==> src/rtl/iram_loader.sv <==
// iram_loader: UART (8N1) program loader for the instruction RAM.
// Receives a framed packet (A5, N, N data bytes, 8-bit sum), writes the
// data bytes to IRAM from address 0 and releases cpu_hold once the
// checksum matches.
module iram_loader #(
   parameter int CLKS_PER_BIT = 434,
   parameter int MAX_LEN      = 121
) (
   input  logic       clk,
   input  logic       rstn,
   input  logic       rx,
   output logic       we,
   output logic [7:0] waddr,
   output logic [7:0] wdata,
   output logic       cpu_hold,
   output logic       done,
   output logic       error
);

   localparam int CW = (CLKS_PER_BIT > 1) ? $clog2(CLKS_PER_BIT) : 1;
   localparam logic [CW-1:0] BIT_LAST  = CW'(CLKS_PER_BIT - 1);
   localparam logic [CW-1:0] HALF_LAST = CW'(CLKS_PER_BIT / 2 - 1);
   localparam logic [7:0]    MAX_L     = 8'(MAX_LEN);
   localparam logic [7:0]    HDR_BYTE  = 8'hA5;

   localparam logic [1:0] B_IDLE  = 2'd0;
   localparam logic [1:0] B_START = 2'd1;
   localparam logic [1:0] B_DATA  = 2'd2;
   localparam logic [1:0] B_STOP  = 2'd3;

   localparam logic [2:0] P_HDR  = 3'd0;
   localparam logic [2:0] P_LEN  = 3'd1;
   localparam logic [2:0] P_DATA = 3'd2;
   localparam logic [2:0] P_CSUM = 3'd3;
   localparam logic [2:0] P_DONE = 3'd4;

   logic          rx_s1_q, rx_s2_q, rx_prev_q;
   logic [1:0]    b_state_q, b_state_d;
   logic [CW-1:0] cnt_q, cnt_d;
   logic [2:0]    bit_q, bit_d;
   logic [7:0]    shift_q, shift_d;
   logic          bv_q, bv_d;
   logic          frame_err;

   logic [2:0]    p_state_q, p_state_d;
   logic [7:0]    len_q, len_d;
   logic [7:0]    idx_q, idx_d;
   logic [7:0]    sum_q, sum_d;
   logic          we_q, we_d;
   logic [7:0]    waddr_q, waddr_d;
   logic [7:0]    wdata_q, wdata_d;
   logic          hold_q, hold_d;
   logic          done_q, done_d;
   logic          err_q, err_d;

   // Two-flop synchronizer plus one delayed copy for falling-edge detect
   always_ff @(posedge clk) begin
      if (!rstn) begin
         rx_s1_q   <= 1'b1;
         rx_s2_q   <= 1'b1;
         rx_prev_q <= 1'b1;
      end else begin
         rx_s1_q   <= rx;
         rx_s2_q   <= rx_s1_q;
         rx_prev_q <= rx_s2_q;
      end
   end

   // Bit engine: start detect, mid-bit sampling, stop check
   always_comb begin
      b_state_d = b_state_q;
      cnt_d     = cnt_q;
      bit_d     = bit_q;
      shift_d   = shift_q;
      bv_d      = 1'b0;
      frame_err = 1'b0;
      case (b_state_q)
         B_IDLE: begin
            if (rx_prev_q && !rx_s2_q) begin
               b_state_d = B_START;
               cnt_d     = '0;
            end
         end
         B_START: begin
            if (cnt_q == HALF_LAST) begin
               cnt_d     = '0;
               bit_d     = '0;
               b_state_d = rx_s2_q ? B_IDLE : B_DATA;
            end else begin
               cnt_d = cnt_q + 1'b1;
            end
         end
         B_DATA: begin
            if (cnt_q == BIT_LAST) begin
               cnt_d   = '0;
               shift_d = {rx_s2_q, shift_q[7:1]};
               if (bit_q == 3'd7) b_state_d = B_STOP;
               else               bit_d     = bit_q + 1'b1;
            end else begin
               cnt_d = cnt_q + 1'b1;
            end
         end
         B_STOP: begin
            if (cnt_q == BIT_LAST) begin
               b_state_d = B_IDLE;
               if (rx_s2_q) bv_d      = 1'b1;
               else         frame_err = 1'b1;
            end else begin
               cnt_d = cnt_q + 1'b1;
            end
         end
         default: b_state_d = B_IDLE;
      endcase
   end

   // Bit engine registers
   always_ff @(posedge clk) begin
      if (!rstn) begin
         b_state_q <= B_IDLE;
         cnt_q     <= '0;
         bit_q     <= '0;
         shift_q   <= '0;
         bv_q      <= 1'b0;
      end else begin
         b_state_q <= b_state_d;
         cnt_q     <= cnt_d;
         bit_q     <= bit_d;
         shift_q   <= shift_d;
         bv_q      <= bv_d;
      end
   end

   // Packet FSM: header/length/data/checksum handling and IRAM writes
   always_comb begin
      p_state_d = p_state_q;
      len_d     = len_q;
      idx_d     = idx_q;
      sum_d     = sum_q;
      we_d      = 1'b0;
      waddr_d   = waddr_q;
      wdata_d   = wdata_q;
      hold_d    = hold_q;
      done_d    = done_q;
      err_d     = err_q;
      if (frame_err) begin
         err_d     = 1'b1;
         p_state_d = P_HDR;
      end else if (bv_q) begin
         case (p_state_q)
            P_HDR, P_DONE: begin
               if (shift_q == HDR_BYTE) begin
                  p_state_d = P_LEN;
                  err_d     = 1'b0;
                  sum_d     = '0;
                  idx_d     = '0;
                  hold_d    = 1'b1;
                  done_d    = 1'b0;
               end
            end
            P_LEN: begin
               if (shift_q == 8'd0 || shift_q > MAX_L) begin
                  err_d     = 1'b1;
                  p_state_d = P_HDR;
               end else begin
                  len_d     = shift_q;
                  p_state_d = P_DATA;
               end
            end
            P_DATA: begin
               we_d    = 1'b1;
               waddr_d = idx_q;
               wdata_d = shift_q;
               sum_d   = sum_q + shift_q;
               if (idx_q == len_q - 1'b1) p_state_d = P_CSUM;
               else                       idx_d     = idx_q + 1'b1;
            end
            P_CSUM: begin
               if (shift_q == sum_q) begin
                  p_state_d = P_DONE;
                  done_d    = 1'b1;
                  hold_d    = 1'b0;
               end else begin
                  err_d     = 1'b1;
                  p_state_d = P_HDR;
               end
            end
            default: p_state_d = P_HDR;
         endcase
      end
   end

   // Packet FSM and output registers
   always_ff @(posedge clk) begin
      if (!rstn) begin
         p_state_q <= P_HDR;
         len_q     <= '0;
         idx_q     <= '0;
         sum_q     <= '0;
         we_q      <= 1'b0;
         waddr_q   <= '0;
         wdata_q   <= '0;
         hold_q    <= 1'b1;
         done_q    <= 1'b0;
         err_q     <= 1'b0;
      end else begin
         p_state_q <= p_state_d;
         len_q     <= len_d;
         idx_q     <= idx_d;
         sum_q     <= sum_d;
         we_q      <= we_d;
         waddr_q   <= waddr_d;
         wdata_q   <= wdata_d;
         hold_q    <= hold_d;
         done_q    <= done_d;
         err_q     <= err_d;
      end
   end

   assign we       = we_q;
   assign waddr    = waddr_q;
   assign wdata    = wdata_q;
   assign cpu_hold = hold_q;
   assign done     = done_q;
   assign error    = err_q;

endmodule

==> config.mk <==
export PLATFORM = sky130hd
export DESIGN_NAME = iram_loader
export DESIGN_NICKNAME = d
export VERILOG_FILES = /design/src/rtl/iram_loader.sv
export SDC_FILE = /design/constraint.sdc
export NUM_CORES = 1
export LEC_CHECK = 0
export ABC_AREA = 1
export CELL_PAD_IN_SITES_DETAIL_PLACEMENT = 1
export CELL_PAD_IN_SITES_GLOBAL_PLACEMENT = 1
export CORE_ASPECT_RATIO = 0.5
export CORE_MARGIN = 2
export CORE_UTILIZATION = 43
export DETAILED_ROUTE_END_ITERATION = 8
export GPL_TIMING_DRIVEN = 0
export PLACE_DENSITY_LB_ADDON = 0.1
export SYNTH_ARGS = -nofsm -noshare
export SYNTH_HDL_FRONTEND = slang
export SYNTH_SLANG_ARGS = --single-unit
==> constraint.sdc <==
create_clock -name clk -period 2.6 [get_ports clk]
set_clock_uncertainty 0.15 [all_clocks]
set_input_delay 0.78 -clock clk [delete_from_list [all_inputs] [get_ports clk]]
set_output_delay 0.78 -clock clk [all_outputs]
set_load 0.02 [all_outputs]
==> metrics.cfg, run 1 <==
[outcome]
outcome = completed

[detailed_routing]
via_per_inst = 5.18
drtIter0Drc = 191
vias = 3587
drt_first_pass_iters = 4
drc = 0
ant_nets = 0
wl_per_cell_um = 15.1
routed_wirelength_mm = 10.4

[floorplanning]
fp-row-count = 24
start_util = 0.440
core_sq_um = 8650
fp.dieArea_sq_um = 9660
die_h_um = 70.5
dieWidth_um = 137
num_io_pins = 23

[clocking]
cts_buffers = 9
cts.path.max_buffers = 2
clock_latency_ps = 350
post_cts_buffers = 0
holdBufCountCts = 0
cts.clk_slew.worst_paths_ps = 60
cts_tree = yes
cts_sinks = 73
htree_levels = 3
clock-root-buffer = clkbuf_16
post_cts_resized = 0

[worst_setup_path]
cp.arrival_ps = 2510
worst_path_dominant_cell_family = buffers and inverters
cp.buffers_inverters = 3
r2r-start = len_q[0]
ff2ff_path_depth = 14
worstPathCellList = clkdlybuf4s50_1, clkbuf_1, clkbuf_1, o21ai_0, a21oi_1
critPathCaptureType = flip-flop
crit_required_ps = 2710
r2r_setup_slack_ps = 460
timing.rr.end = idx_q[5]
cp_slowest_cell = clkdlybuf4s50_1
start_kind = input pin
cp_max_fo = 10
slowest_delay_ps = 510
cpMostUsedCell = clkbuf_1
critPathKind = input pin to flip-flop

[logic_synthesis]
syn-instance-count = 538
synthXorXnorAreaFrac = 0.0299
synth_compound_area_frac = 0.149
synth_top_family_by_area = simple AND/OR/NAND/NOR gates
synth_fa_ha_area_frac = 0.0513
synthSimpleGateAreaFrac = 0.296
netlist_area_sq_um = 3800
synthMuxAreaShare = 0
synth_cell_types = 37
ys_seq_area_frac = 0.384
syn_nets = 556
ys_warn_count = 0
postSynthAreaPerCell_sq_um = 7.07
yosys_register_bits = 73

[power_and_ir_drop]
power_leakage_nw = 1.91
seq_power_share = 0.434
p_total_mw = 2.63
clockPowerShare = 0.515
p_switching_uw = 618
p_int_mw = 2.01
p_per_area_nw_per_um2 = 586
p_comb_frac = 0.051
irDropWorstVdd_v = 0.000320
switching_share = 0.235

[place]
numPortBuffers = 22
postPlaceCellArea_sq_um = 4170
dp_cells = 677
routabilityCongestion = 0.843
pre_cts_ws_ps = -110
place_hpwl_mm = 7.77

[timing]
setup_tns_ps = 0
post-route-period-util = 0.924
tightest_slew_ps = 665
fin_ws_ps = 198
finalCriticalPeriod_ps = 2400
setup_violations = 0
rsz0062_at_grt = false
finalHoldViolCount = 0
slew_headroom = 0.557
fmax_ghz = 0.416
report.final.slew_viol_count = 0

[finish]
regArea_sq_um = 1460
nFillCells = 1125
multi_input_area_sq_um = 2000
final_cell_mix = nand2_1, dfxtp_1, inv_1, a21oi_1, nor2_1
synthToLayoutAreaGrowth_pct = 18.1
antenna_cells = 0
final_cells = 693
final_common_cell = nand2_1
drive_gt1_frac = 0.0903
fin_nets = 589
design_area_sq_um = 4490

[run]
drv_cap = 0

[grt]
overflow = 0
grt_max_degree = 14
grt_pass1_vias = 3600
antenna_found_initial = 0
track_usage = 0.235
grt_pass1_wl_mm = 17.6

[hold_path]
hold_start = rx_s1_q
hold_path_class = flip-flop to flip-flop
holdPathEnd = rx_s2_q
hold_depth = 1

[cell families after synthesis]
group	Yosys count
AOI/OAI and AO/OA	108
xor gates and xnor gates	13
adders and majority gates	15
buffers and inverters	82
DFF	73
and+or+nand+nor	247
[area by class of cell]
| class | instances | area share |
|---|---|---|
| Multi-Input combinational cell | 383 | 0.445 |
| Sequential cell | 73 | 0.325 |
| Inverter | 68 | 0.0568 |
| Clock buffer | 10 | 0.0510 |
| Timing Repair Buffer | 22 | 0.0490 |
| Tap cell | 117 | 0.0326 |
| Clock inverter | 6 | 0.0201 |
| Buffer | 14 | 0.0198 |
[worst max path at each step]
stage	from	end	cells past startpoint
final	rstn	wdata[0]	5
after floorplan	len_q[0]	idx_q[5]	14
after global placement	rstn	b_state_q[0]	5
after global routing	rstn	wdata[0]	5
after detailed placement	rstn	waddr[1]	5
after CTS	rstn	wdata[0]	5
[registers in the layout, summed over array words and instances, names as in the netlist, named ones only]
register   cells
shift_q        8
len_q          8
error          1
done           1
waddr          8
bit_q          3
cnt_q          9
p_state_q      3
idx_q          8
rx_s1_q        1
we             1
rx_s2_q        1
bv_q           1
b_state_q      1
rx_prev_q      1
cpu_hold       1
wdata          8
sum_q          8
[routing by layer]
layer	track usage	up-vias	wire [um]
li1	-	1821	-
met1	0.300	1714	5130
met2	0.401	40	4870
met3	0.0545	12	318
met4	0.0630	0	121
met5	0	-	0
[through the flow]
stage,hold WS (ps),utilization
after floorplan,243,-
after global placement,244,0.482
after detailed placement,249,0.482
after CTS,266,0.519
after global routing,283,0.519
final,267,0.519
[power groups by stage]
stage | clock, mW | sequential (mW) | combinational (mW)
after CTS | 1.38 | 1.14 | 0.136
after floorplan | 0 | 1.16 | 0.0962
after detailed placement | 0 | 1.17 | 0.135
after global routing | 1.44 | 1.14 | 0.155
after global placement | 0 | 1.17 | 0.130
final | 1.35 | 1.14 | 0.135
[synthesized netlist by cell type, drive strengths merged]
library cell,number,share of area
a211oi,3,0.0059
nor2,53,0.056
buf,8,0.017
or2,3,0.0049
o21ai,42,0.056
fa,1,0.0053
a21o,1,0.0020
and2,1,0.0023
clkbuf,6,0.0059
nor2b,1,0.0016
inv,68,0.067
dfxtp,73,0.38
nor3b,2,0.0039
nand4,10,0.018
ha,14,0.046
o211ai,2,0.0039
o21bai,1,0.0020
a21oi,58,0.077
nand2,124,0.13
xor2,10,0.023
nor3,11,0.020
nand3,41,0.054
xnor2,3,0.0069
and3,1,0.0016
a31oi,1,0.0016
Note: power is estimated with default switching activity, not from simulation.
==> run 2, diff against run 1 <==
--- a/config.mk
+++ b/config.mk
@@ -10,7 +10,7 @@
 export CELL_PAD_IN_SITES_GLOBAL_PLACEMENT = 1
 export CORE_ASPECT_RATIO = 0.5
 export CORE_MARGIN = 2
-export CORE_UTILIZATION = 43
+export CORE_UTILIZATION = 39
 export DETAILED_ROUTE_END_ITERATION = 8
 export GPL_TIMING_DRIVEN = 0
 export PLACE_DENSITY_LB_ADDON = 0.1
==> constraint.sdc (replaced) <==
create_clock -name clk -period 2.1 [get_ports clk]
set_clock_uncertainty 0.15 [all_clocks]
set_input_delay 0.63 -clock clk [delete_from_list [all_inputs] [get_ports clk]]
set_output_delay 0.63 -clock clk [all_outputs]
set_load 0.02 [all_outputs]
==> run 2 against run 1 <==
  * Global-route usage fell by 1.7 points
  * Sequential power rose by 24%
  * Worst setup slack got worse by 180 ps
  * Critical path type is now flip-flop to output port
  * Largest cell class unchanged
==> metrics.cfg, run 2 (synthesized netlist as in run 1, its figures left out) <==
[power_and_ir_drop]
p_total_mw = 3.14  ; +19%
switching_share = 0.229  ; -0.00560
clockPowerShare = 0.497  ; -0.018
p_comb_frac = 0.053  ; +0.002
p_switching_uw = 720  ; +17%
power_leakage_nw = 2.01  ; +4.8%
p_per_area_nw_per_um2 = 686  ; +17%
seq_power_share = 0.450  ; +0.016
irDropWorstVdd_v = 0.000385  ; +20%
p_int_mw = 2.42  ; +20%

[clocking]
clock-root-buffer = clkbuf_16
cts_buffers = 9  ; unchanged
clock_latency_ps = 340  ; about the same
holdBufCountCts = 0  ; unchanged
htree_levels = 3  ; unchanged
cts.clk_slew.worst_paths_ps = 60  ; about the same
cts_sinks = 73  ; unchanged
cts.path.max_buffers = 2  ; unchanged
cts_tree = yes

[worst_setup_path]
worst_path_dominant_cell_family = buffers and inverters
cp.depth = 1  ; -4
ff2ff_path_depth = 13  ; -1
cp.buffers_inverters = 1  ; -2
critPathKind = flip-flop to output port
slowest_delay_ps = 610  ; +100 ps
cp.arrival_ps = 1300  ; -1210 ps
start_kind = flip-flop
cp_slowest_cell = clkdlybuf4s50_1
cp_max_fo = 2  ; -8
worstPathCellList = clkdlybuf4s50_1
crit_required_ps = 1320  ; -1390 ps
critPathCaptureType = output port

[timing]
finalCriticalPeriod_ps = 2080
setup_violations = 0  ; unchanged
slew_headroom = 0.580  ; +0.0235
rsz0062_at_grt = true
report.final.slew_viol_count = 0  ; unchanged
fmax_ghz = 0.481
setup_tns_ps = 0  ; unchanged
post-route-period-util = 0.990
hold_slack_ps = 263  ; -4.35 ps
finalHoldViolCount = 0  ; unchanged
tightest_slew_ps = 630  ; -35.2 ps

[finish]
nFillCells = 1223  ; +8.7%
synthToLayoutAreaGrowth_pct = 20.4
largest_reg_flops = 9  ; unchanged
final_cells = 711  ; +2.6%
regArea_sq_um = 1470  ; +0.51%
drive_gt1_frac = 0.125  ; +0.0347
fin_nets = 590  ; +0.17%
final_common_cell = nand2_1
regMostFlops = cnt_q
antenna_cells = 0  ; unchanged
final_cell_mix = nand2_1, dfxtp_1, inv_1, a21oi_1, nor2_1
multi_input_area_sq_um = 2060  ; +2.8%

[floorplanning]
num_io_pins = 23  ; unchanged
start_util = 0.401  ; -0.0385
fp-row-count = 25  ; +4.2%
fp.dieArea_sq_um = 10600  ; +9.8%
die_h_um = 73.8  ; +4.7%
dieWidth_um = 144  ; +4.9%
core_sq_um = 9480  ; +9.6%

[outcome]
outcome = completed

[place]
routabilityCongestion = 0.832  ; -1.3%
dp_cells = 695  ; +2.7%
place_hpwl_mm = 7.86  ; +1.0%
numPortBuffers = 22  ; unchanged

[detailed_routing]
vias = 3562  ; -0.70%
wl_per_cell_um = 14.8  ; -1.9%
ant_nets = 0  ; unchanged
via_per_inst = 5.01  ; -3.2%
drc = 0  ; unchanged
drtIter0Drc = 175  ; -8.4%
routed_wirelength_mm = 10.5  ; +0.65%
drt_first_pass_iters = 4  ; unchanged

[grt]
overflow = 0  ; unchanged
grt_pass1_wl_mm = 17.9  ; +1.9%
track_usage = 0.219  ; -0.0167
grt_max_degree = 12  ; -2
grt_pass1_vias = 3592  ; -0.22%
antenna_found_initial = 0  ; unchanged

[run]
drv_cap = 0  ; unchanged

[hold_path]
hold_path_class = flip-flop to flip-flop
hold_depth = 1  ; unchanged

==> run 2: changes by cell type in the layout (fill, tap and decap cells not counted), sizes merged <==
cell,change
clkinvlp,-1
inv,-1
clkbuf,+2
bufinv,-1
clkdlybuf4s50,-4
dlymetal6s2s,+4
buf,+1
==> run 2: path summary, 6_finish.rpt <==
check              to  startpoint  slack [ps]
max          wdata[5]    wdata[5]          20
min           rx_s2_q     rx_s1_q         260
max reg2reg  idx_q[7]    len_q[1]          80
min reg2reg   rx_s2_q     rx_s1_q         260
==> run 2: cell type report <==
| cell class | instances | area share |
|---|---|---|
| inverters | 68 | 0.0568 |
| plain buffers | 14 | 0.0202 |
| multi-input cells | 383 | 0.449 |
| repair buffers | 23 | 0.0519 |
| clock buffers | 12 | 0.0560 |
| clock inverters | 3 | 0.00874 |
| well taps | 135 | 0.0369 |
| flip-flops and latches | 73 | 0.321 |
==> run 2: per-stage QoR <==
| stage | utilization | setup WS, ps | area (sq um) |
|---|---|---|---|
| after detailed placement | 0.443 | -453 | 4190 |
| final | 0.483 | 20.0 | 4580 |
| after CTS | 0.475 | 8.66 | 4510 |
| after floorplan | - | 269 | 3800 |
| after global routing | 0.483 | -47.2 | 4580 |
| after global placement | 0.443 | -412 | 4190 |
==> run 2: per-layer routing <==
metal  track usage  wire length, um
met1         0.288             5270
met4        0.0468               66
met5             0                0
met2         0.368             4870
met3        0.0515              297
==> run 2: repair_timing <==
action | in CTS | in global routing
setup endpoints to repair | 33 | 42
pin swaps | 1 | 5
buffers inserted | 0 | 1
gates cloned | 0 | 0
gates resized for setup | 4 | 31
==> run 2: power groups by stage <==
stage	logic (mW)	clock network, mW	registers (mW)
final	0.167	1.56	1.41
after global routing	0.189	1.66	1.41
after CTS	0.169	1.60	1.41
after detailed placement	0.168	0	1.44
after global placement	0.162	0	1.44
after floorplan	0.119	0	1.44
==> run 3, diff against run 2 <==
--- a/config.mk
+++ b/config.mk
@@ -14,6 +14,7 @@
 export DETAILED_ROUTE_END_ITERATION = 8
 export GPL_TIMING_DRIVEN = 0
 export PLACE_DENSITY_LB_ADDON = 0.1
+export RECOVER_POWER = 50
 export SYNTH_ARGS = -nofsm -noshare
 export SYNTH_HDL_FRONTEND = slang
 export SYNTH_SLANG_ARGS = --single-unit
==> run 3 against run 2 <==
  * Total power down 0.15%
  * Global-route usage unchanged
  * Final cell count unchanged
  * Largest cell class unchanged
  * Largest power group unchanged
  * Hold slack about the same
==> metrics.cfg, run 3 (synthesized netlist as in run 1, its figures left out) <==
[place]
routabilityCongestion = 0.832  ; unchanged
place_hpwl_mm = 7.86  ; unchanged
numPortBuffers = 22  ; unchanged
dp_cells = 695  ; unchanged

[finish]
fin_util = 0.479  ; -0.00436
synthToLayoutAreaGrowth_pct = 19.3
final_common_cell = nand2_1
drive_gt1_frac = 0.125  ; unchanged
nFillCells = 1229  ; +0.49%
antenna_cells = 0  ; unchanged
regMostFlops = cnt_q
final_cell_mix = nand2_1, dfxtp_1, inv_1, a21oi_1, nor2_1
largest_reg_flops = 9  ; unchanged
fin_nets = 590  ; unchanged
final_cells = 711  ; unchanged

[clocking]
clock-root-buffer = clkbuf_16
clock_latency_ps = 340  ; about the same
htree_levels = 3  ; unchanged
holdBufCountCts = 0  ; unchanged
cts.path.max_buffers = 2  ; unchanged
cts_tree = yes
cts_sinks = 73  ; unchanged
cts_buffers = 9  ; unchanged
cts.clk_slew.worst_paths_ps = 60  ; about the same

[timing]
slew_headroom = 0.580  ; about the same
report.final.slew_viol_count = 0  ; unchanged
finalCriticalPeriod_ps = 2070  ; -7.18 ps
setup_violations = 0  ; unchanged
finalHoldViolCount = 0  ; unchanged
post-route-period-util = 0.987  ; -0.00342
fmax_ghz = 0.482  ; +0.35%
rsz0062_at_grt = true
tightest_slew_ps = 629  ; -0.222 ps

[grt]
grt_pass1_vias = 3592  ; unchanged
grt_max_degree = 12  ; unchanged
antenna_found_initial = 0  ; unchanged
overflow = 0  ; unchanged
grt_pass1_wl_mm = 17.9  ; unchanged
track_usage = 0.219  ; unchanged

[worst_setup_path]
worst_path_dominant_cell_family = buffers and inverters
r2r-start = len_q[1]
critPathCaptureType = output port
r2r_setup_slack_ps = 80  ; about the same
cp.arrival_ps = 1290  ; about the same
cp_slowest_cell = clkdlybuf4s50_1
crit_required_ps = 1320  ; about the same
critPathKind = flip-flop to output port
start_kind = flip-flop
slowest_delay_ps = 610  ; about the same
cp_max_fo = 2  ; unchanged
ff2ff_path_depth = 13  ; unchanged
worstPathCellList = clkdlybuf4s50_1
timing.rr.end = idx_q[7]
cp.buffers_inverters = 1  ; unchanged

[detailed_routing]
via_per_inst = 5.03  ; +0.31%
routed_wirelength_mm = 10.5  ; -0.27%
drtIter0Drc = 163  ; -6.9%
ant_nets = 0  ; unchanged
drc = 0  ; unchanged
vias = 3573  ; +0.31%
drt_first_pass_iters = 4  ; unchanged
wl_per_cell_um = 14.7  ; -0.27%

[floorplanning]
start_util = 0.401  ; unchanged
num_io_pins = 23  ; unchanged
fp.dieArea_sq_um = 10600  ; unchanged
die_h_um = 73.8  ; unchanged
core_sq_um = 9480  ; unchanged
fp-row-count = 25  ; unchanged
dieWidth_um = 144  ; unchanged

[run]
drv_cap = 0  ; unchanged

[power_and_ir_drop]
irDropWorstVdd_v = 0.000386  ; +0.29%
power_leakage_nw = 1.92  ; -4.2%
p_per_area_nw_per_um2 = 691  ; +0.76%

[hold_path]
hold_depth = 1  ; unchanged
hold_path_class = flip-flop to flip-flop
hold_start = rx_s1_q
holdPathEnd = rx_s2_q

[outcome]
outcome = completed

-- run 3: cell count changes in the layout (fill, tap and decap cells not counted) --
cell,delta
dlymetal6s2s_1,-4
clkbuf_1,+4
buf_6,-1
dlygate4sd3_1,+1
clkbuf_2,+1
clkdlybuf4s50_1,-1
-- run 3: area by class of cell --
| class | count | area (sq um) | share of cell area |
|---|---|---|---|
| repair buffers | 23 | 203 | 0.0447 |
| plain buffers | 14 | 86.3 | 0.0190 |
| multi-input cells | 383 | 2060 | 0.453 |
| clock inverters | 3 | 40.0 | 0.00882 |
| flip-flops and latches | 73 | 1470 | 0.324 |
| clock buffers | 12 | 256 | 0.0565 |
| well taps | 135 | 169 | 0.0372 |
| inverters | 68 | 260 | 0.0573 |
-- run 3: what timing repair did --
item / 4_1_cts / 5_1_grt
gates cloned: 0 / 0
setup buffers: 0 / 1
gates resized for setup: 4 / 31
pin swaps: 1 / 5
endpoints found under the setup margin: 33 / 42
-- run 3: worst max-delay path by stage --
stage / from / end / slack (ps) / cells after the start
global route: len_q[0] / idx_q[7] / -50 / 13
global placement: rstn / b_state_q[0] / -410 / 5
detailed placement: rstn / b_state_q[0] / -450 / 5
finish: wdata[5] / wdata[5] / 30 / 1
CTS: wdata[3] / wdata[3] / 9 / 1
floorplan: len_q[0] / idx_q[5] / 270 / 14
-- run 3: power by group --
group          switching (mW)  internal [mW]
sequential             0.0136           1.40
combinational           0.119         0.0475
clock                   0.584          0.974
-- run 3: per-layer routing --
metal,vias to the layer above,wire length [um],track usage
li1,1825,-,-
met1,1714,5270,0.288
met2,24,4870,0.368
met3,10,261,0.0515
met4,0,78,0.0468
met5,-,0,0
-- run 3: per-stage QoR --
step                setup WS [ps]  TNS [ps]  instance area (sq um)  hold slack, ps  power, mW
floorplan                     269         0                   3800             243       1.56
global placement             -412    -11720                   4190             244       1.61
detailed placement           -453    -13850                   4190             249       1.61
CTS                          8.66         0                   4510             263       3.19
global route                -47.2      -371                   4540             272       3.26
finish                       27.2         0                   4540             263       3.14
